==> src/rtl/regfile_ctx_engine.sv <==
// Context save/restore engine for the 16 x 16-bit register file.
// Save streams a register range out of the spare read port; restore writes an
// incoming word stream back through the write port and flags framing errors.
module regfile_ctx_engine #(
   parameter int FIRST_REG = 0,
   parameter int LAST_REG  = 15
) (
   input  logic        clk,
   input  logic        rst,
   input  logic        save_req,
   input  logic        restore_req,
   output logic        busy,
   output logic        done,
   output logic        err,
   output logic [3:0]  rf_addr_d,
   input  logic [15:0] rf_data_d,
   output logic        rf_w_en,
   output logic [3:0]  rf_addr_c,
   output logic [15:0] rf_data_c,
   output logic        out_valid,
   input  logic        out_ready,
   output logic [15:0] out_data,
   output logic        out_last,
   input  logic        in_valid,
   output logic        in_ready,
   input  logic [15:0] in_data,
   input  logic        in_last
);

   localparam logic [3:0] FIRST_IDX = 4'(FIRST_REG);
   localparam logic [3:0] LAST_IDX  = 4'(LAST_REG);

   typedef enum logic [2:0] {
      IDLE,
      SAVE_RD,
      SAVE_TX,
      RES_RX,
      RES_WR,
      FINISH
   } state_e;

   state_e      state_q;
   logic [3:0]  idx_q;
   logic        fe_q;
   logic        err_q;
   logic        w_en_q;
   logic [3:0]  addr_c_q;
   logic [15:0] data_c_q;
   logic        out_valid_q;
   logic [15:0] out_data_q;
   logic        out_last_q;
   logic        idx_last;
   logic [3:0]  idx_inc_d;

   assign idx_last  = (idx_q == LAST_IDX);
   // LAST_REG always terminates before the increment, so idx never wraps.
   assign idx_inc_d = idx_q + 4'd1;

   // Control FSM: sequences reads, stream handshakes and write-back pulses.
   always_ff @(posedge clk or negedge rst) begin
      if (!rst) begin
         state_q     <= IDLE;
         idx_q       <= FIRST_IDX;
         fe_q        <= 1'b0;
         err_q       <= 1'b0;
         w_en_q      <= 1'b0;
         addr_c_q    <= 4'd0;
         data_c_q    <= 16'd0;
         out_valid_q <= 1'b0;
         out_data_q  <= 16'd0;
         out_last_q  <= 1'b0;
      end else begin
         case (state_q)
            IDLE: begin
               // Save has priority when both requests arrive together.
               if (save_req) begin
                  idx_q   <= FIRST_IDX;
                  state_q <= SAVE_RD;
               end else if (restore_req) begin
                  idx_q   <= FIRST_IDX;
                  state_q <= RES_RX;
               end
            end
            SAVE_RD: begin
               out_data_q  <= rf_data_d;
               out_last_q  <= idx_last;
               out_valid_q <= 1'b1;
               state_q     <= SAVE_TX;
            end
            SAVE_TX: begin
               if (out_ready) begin
                  out_valid_q <= 1'b0;
                  out_last_q  <= 1'b0;
                  if (idx_last) begin
                     state_q <= FINISH;
                  end else begin
                     idx_q   <= idx_inc_d;
                     state_q <= SAVE_RD;
                  end
               end
            end
            RES_RX: begin
               if (in_valid) begin
                  addr_c_q <= idx_q;
                  data_c_q <= in_data;
                  w_en_q   <= 1'b1;
                  // Sender's last marker must coincide with the last register.
                  fe_q     <= (in_last != idx_last);
                  state_q  <= RES_WR;
               end
            end
            RES_WR: begin
               w_en_q <= 1'b0;
               if (fe_q || idx_last) begin
                  err_q   <= fe_q;
                  state_q <= FINISH;
               end else begin
                  idx_q   <= idx_inc_d;
                  state_q <= RES_RX;
               end
            end
            FINISH: begin
               err_q   <= 1'b0;
               fe_q    <= 1'b0;
               idx_q   <= FIRST_IDX;
               state_q <= IDLE;
            end
            default: begin
               state_q <= IDLE;
            end
         endcase
      end
   end

   assign busy      = (state_q != IDLE);
   assign done      = (state_q == FINISH);
   assign err       = err_q;
   assign in_ready  = (state_q == RES_RX);
   assign rf_addr_d = (state_q == SAVE_RD) ? idx_q : 4'd0;
   assign rf_w_en   = w_en_q;
   assign rf_addr_c = addr_c_q;
   assign rf_data_c = data_c_q;
   assign out_valid = out_valid_q;
   assign out_data  = out_data_q;
   assign out_last  = out_last_q;

endmodule

==> config.mk <==
export PLATFORM = sky130hd
export DESIGN_NAME = regfile_ctx_engine
export DESIGN_NICKNAME = d
export VERILOG_FILES = /design/src/rtl/regfile_ctx_engine.sv
export SDC_FILE = /design/constraint.sdc
export NUM_CORES = 1
export LEC_CHECK = 0
export CAP_MARGIN = 25
export CORE_UTILIZATION = 30
export DETAILED_ROUTE_END_ITERATION = 10
export PLACE_DENSITY = 0.61
export SLEW_MARGIN = 25
export SYNTH_ARGS = -nofsm -noshare
export SYNTH_HDL_FRONTEND = slang
export SYNTH_SLANG_ARGS = --single-unit
==> constraint.sdc <==
create_clock -name clk -period 1.7 [get_ports clk]
set_input_delay 0.17 -clock clk [delete_from_list [all_inputs] [get_ports clk]]
set_output_delay 0.17 -clock clk [all_outputs]
set_load 0.03 [all_outputs]
# Word-level counts from Yosys, hierarchy flattened
# Index checks and enable logic that the tools add are counted.
# word_totals
ff_bits,48
input_bits,39
out_inout_bits,47
wordCells,62
# op_classes
addsub,1
eq_ne,13
mux,23
n_reduce_logical,15
# op_table
op,n
4-bit 2-to-1 mux,6
3-bit 2-to-1 mux,6
4-bit one-hot mux with 4 select lines,1
3-bit one-hot mux with 5 select lines,1
"2-bit inequality test, second input constant",5
1-bit one-hot mux with 2 select lines,5
2-bit AND reduction,5
2-bit nonzero test,4
"3-bit by 2-bit equality test with 1-bit output, second input constant",2
"3-bit equality test, second input constant",2
5-bit AND reduction,1
"4-bit by 1-bit adder with 4-bit output, second input constant",1
"4-bit equality test, second input constant",1
1-bit 2-to-1 mux,4
4-bit nonzero test,1
"3-bit by 1-bit equality test with 1-bit output, second input constant",1
3-bit zero test,1
"3-bit inequality test, second input constant",1
3-bit AND reduction,1
3-bit nonzero test,1
1-bit logical OR,1
1-bit inequality test,1

# Depth between registers and ports, before layout
# logic_depth
ltp_word,4
mapped_depth,6
depth_no_buf,5

# Worst setup path after synthesis
# OpenSTA, ideal clock, no wires.
# synth_timing
path_type,flip-flop to flip-flop
start,register idx_q[0]
end,register idx_q[2]
setup_ps,124
t_arrival_ps,1540
required_ps,1576
setup_slack_ps,36
path_stages_with_launch,6
n_path_buf,0
period_less_slack_ps,1664
cell_sequence,dfrtp_1 > ha_1 > nand3_1 > nand2_1 > a311o_1 > a211o_1
# synth_between
elab_chain_cells,4
word_cells_on_any_way,10
classes_between,add/sub (1); eq/ne (3); mux (4); reduce/logical (2)
# synth_lines
element,line,rtl
start: declaration,43,logic [3:0] idx_q;
start signal: assignment,97,idx_q <= idx_inc_d;
start signal: assignment,118,idx_q <= idx_inc_d;
4-bit by 1-bit adder with 4-bit output / 4-bit equality test (equally long branches),"57, 55",
4-bit 2-to-1 mux / 1-bit logical OR (equally long branches),"94, 114",
4-bit 2-to-1 mux / 2-bit inequality test (equally long branches),--,
4-bit one-hot mux with 4 select lines / 5-bit AND reduction (equally long branches),--,
# Parallel ways exist; a longest one is shown, timed or not. The select of a mux whose other input is x is not followed.
# A chain may end at the register's enable or synchronous reset.

# Final worst setup path
# layout_timing
start,register state_q[1]
end,output port rf_addr_d[3]
# layout_between
elab_chain_cells,2
# layout_lines
element,line,rtl
start: declaration,42,state_e state_q;
start signal: assignment,62,state_q <= IDLE;
start signal: assignment,78,state_q <= SAVE_RD;
start signal: assignment,81,state_q <= RES_RX;
3-bit by 1-bit equality test with 1-bit output,139,assign rf_addr_d = (state_q == SAVE_RD) ? idx_q : 4'd0;
4-bit 2-to-1 mux,139,
end: declaration,15,"output logic [3:0] rf_addr_d,"
# No other way between the ends.

==> key figures <==
STA
  – Number of pins with negative max-slew slack in the final report: 0
  – Setup TNS after final layout: 0 ps
  – Normalized max-slew margin: 73.1%
  – Unrepaired setup endpoints after global routing: true
  – Hold Worst Slack: 321 ps
  – Final-report hold violation count: 0
  – Slew at the pin with the worst max-slew slack: 404 ps
  – Max Clock Skew: 4.60 ps
  – Final setup fails: 0
  – Tmin final: 1680 ps
  – FMAX: 595 MHz
  – Share of the cycle needed by the critical path after routing: 98.9%

CTS
  – H-Tree Level Count: 2
  – Clk root buf: clkbuf_8
  – Clk_lat worst skew: 300 ps
  – Num CTS Buffers: 5
  – Bufs on Longest Clock Path: 2
  – Clock sink count: 48
  – CTS tree: done
  – CTS clk-pin slew, worst paths: 90 ps

Detailed routing
  – Post-route antenna net violation count: 0
  – Final wirelength: 4840 um
  – Number of vias in the routed layout: 1640
  – Router iterations before antenna repair: 4
  – Mean number of vias per cell: 4.69
  – DR WL/cell: 13.8 um
  – Number of DRC violations after detailed-routing iteration 0: 69
  – Post-route DRC: 0

Critical path
  – Buffers and inverters on the worst path: 3
  – Sort of element at the start of the critical path: flip-flop
  – Capturing element type of the critical path: output pin
  – Type of the setup path with the least slack: flip-flop to output pin
  – R2r worst-path depth: 5
  – Delay of the slowest cell on the worst path: 400 ps
  – Critical path, cell by cell: buf_12 > nor3b_4 > buf_4 > and2_4 > buf_6
  – Worst endpoint required time: 1530 ps
  – Worst reg2reg path startpoint: state_q[1]$_DFFE_PN0P_
  – Worst-case register-to-register setup slack: 40 ps
  – Crit-path max FO: 13
  – Critical Path AT: 1510 ps
  – Worst r2r dst: idx_q[0]$_DFFE_PN0P_
  – Slowest stage cell on the critical path: dfrtp_1
  – Family with the most delay on the worst path: buffers and inverters

Logic synthesis
  – Library cell with the largest summed area after synthesis: dfrtp_1
  – Fraction of registers with async set/reset: 100%
  – Share of the synthesized area in the top cell type: 57.5%
  – Gate count of the mapped netlist: 159
  – Yosys Warn Count: 0
  – Post-synthesis register bit count: 48
  – Count of flip-flops with a built-in enable after synthesis: 0
  – Post-Synthesis Net Count: 199
  – Synth Area per Inst: 13.1 um^2
  – Predominant post-synthesis flop cell: dfrtp_1
  – Area of the mapped netlist: 0.00209 mm^2
  – Synth unique cells: 37
  – Ranking of synthesized cells by area: dfrtp_1 57%, mux2_2 20%, and2_1 1.8%
  – Share of the yosys chip area belonging to registers: 57.5%

Placement
  – DP Wirelength: 3480 um
  – Port buffer count: 85
  – Weighted congestion at the end of routability-driven global placement: 0.758

Global route
  – GR Overflow Total: 0
  – Total global-route track usage: 13.6%
  – Number of global-route vias before repair: 1684
  – First-pass GRT wire length: 7850 um
  – Maximum number of pins on one net before global-route repair: 35
  – Antenna violations before repair: 0

Floorplanning
  – I/O pin cnt: 86
  – Number of core rows: 30
  – Area of the core: 0.00676 mm^2
  – Area of the die: 0.00731 mm^2
  – Initial Utilization: 30.9%
  – Width of the chip: 85.5 um
  – Die Y: 85.5 um

Cells and area
  – Nets: 309
  – Share of cells above drive strength 1: 34.1%
  – Final cell utilization of the core: 50.3%
  – Area growth from synthesis to final layout: 62.5%
  – Fill count: 643
  – # diodes: 0

Flow run
  – Total of max-cap violations: 0

Outcome
  – Run status: completed

Power and ir drop
  – Standby leakage power: 1.47 nW
  – Worst VDD drop: 785 uV
  – Power density relative to cell area: 1960 mW/mm^2

Hold path
  – Worst hold path type: primary input to async pin
==> synth_stat cells, types with 2 or more instances <==
master / instances
nor2b_1: 2
a22oi_1: 2
or2_2: 2
nand3_1: 4
a31oi_1: 2
and2_1: 6
buf_2: 7
mux2_2: 37
o21ai_0: 4
nor3_1: 3
nor2_1: 3
dfrtp_1: 48
nand2_1: 6
o22a_1: 2
inv_1: 4
nand2b_1: 3
a21oi_1: 4
==> metrics by stage <==
step	area (um^2)	setup WS, ps	power (mW)	cells
global route	3400	-55.7	7.07	350
global placement	3170	-64.9	5.75	333
finish	3400	19.4	6.68	350
CTS	3300	-114	6.58	342
floorplan	2090	35.6	4.18	159
detailed placement	3170	-85.4	5.79	333
==> timing repair <==
action,4_1_cts,5_1_grt
gates resized for setup,7,10
setup buffers,0,8
pin swaps,2,5
endpoints found under the hold margin,14,0
hold buffers,1,0
endpoints found under the setup margin,6,9
==> sequential cells by signal, indices dropped and copies added, names as in the netlist <==
name       count
err            1
fe_q           1
idx_q          4
out_data      16
out_last       1
out_valid      1
rf_addr_c      4
rf_data_c     16
rf_w_en        1
state_q        3
==> cells by family after synthesis <==
| kind of cell | after synthesis | share of synthesized area (%) |
|---|---|---|
| AOI/OAI and AO/OA | 24 | 8.44 |
| xor gates and xnor gates | 1 | 0.419 |
| adders and majority gates | 1 | 0.598 |
| buffers and inverters | 12 | 2.57 |
| DFF | 48 | 57.5 |
| muxes | 37 | 19.9 |
| and+or+nand+nor | 36 | 10.6 |
==> power by group <==
group	internal (mW)	switching [mW]
sequential	1.68	0.300
combinational	1.97	2.00
clock	0.330	0.393
==> placed cells by master (no fill, tap or decap), types with 2 or more instances in the layout <==
cell and instances:
mux2_2 36, o21ai_0 3, clkdlybuf4s50_1 77, clkbuf_8 6, o22a_1 2, nand2b_1 3
and2_1 2, clkinvlp_4 2, a22oi_1 2, nor2b_4 2, buf_4 21, dfrtp_1 47
and2_4 4, buf_12 5, inv_1 4, nand2_1 6, nand3_1 4, nor3_1 3
a31oi_1 2, a21oi_1 4, nor2_1 3, or2_2 2, buf_6 5
==> worst reg2reg max path: cells and delay by family, from the launching register on <==
kind | cells | cell delay (ps)
AOI/OAI and AO/OA | 1 | 360
DFF | 1 | 400
buffers and inverters | 1 | 160
and+or+nand+nor | 2 | 360
muxes | 1 | 280
==> how the worst max path moves through the flow <==
stage	cells after the start	start	to	slack, ps
3_5_place_dp	5	save_req	idx_q[0]$_DFFE_PN0P_	-90
2_1_floorplan	5	idx_q[0]$_DFFE_PN0P_	idx_q[2]$_DFFE_PN0P_	40
3_3_place_gp	5	save_req	idx_q[0]$_DFFE_PN0P_	-60
4_1_cts	5	state_q[1]$_DFFE_PN0P_	rf_addr_d[0]	-110
6_report	5	state_q[1]$_DFFE_PN0P_	rf_addr_d[3]	20
5_1_grt	5	state_q[2]$_DFFE_PN0P_	rf_addr_d[3]	-60
==> layout make-up <==
| class | count | area (um^2) | share of cell area, % |
|---|---|---|---|
| sequential | 48 | 1200 | 35.4 |
| timing repair buffer | 111 | 1110 | 32.6 |
| inverter | 4 | 15.0 | 0.442 |
| clock buffer | 6 | 82.6 | 2.43 |
| clock inverter | 2 | 15.0 | 0.442 |
| multi-input combinational | 99 | 875 | 25.7 |
| tap | 80 | 100 | 2.95 |
==> layer usage <==
metal | vias to the layer above | GRT usage, % | share of wire, % | routed length (um)
li1 | 782 | - | - | -
met1 | 799 | 17.4 | 44 | 2150
met2 | 52 | 21.9 | 48 | 2320
met3 | 7 | 4.28 | 6.3 | 305
met4 | 0 | 4.55 | 1.2 | 59
met5 | - | 0 | 0 | 0
No activity file was read; power rests on OpenSTA's default activity.
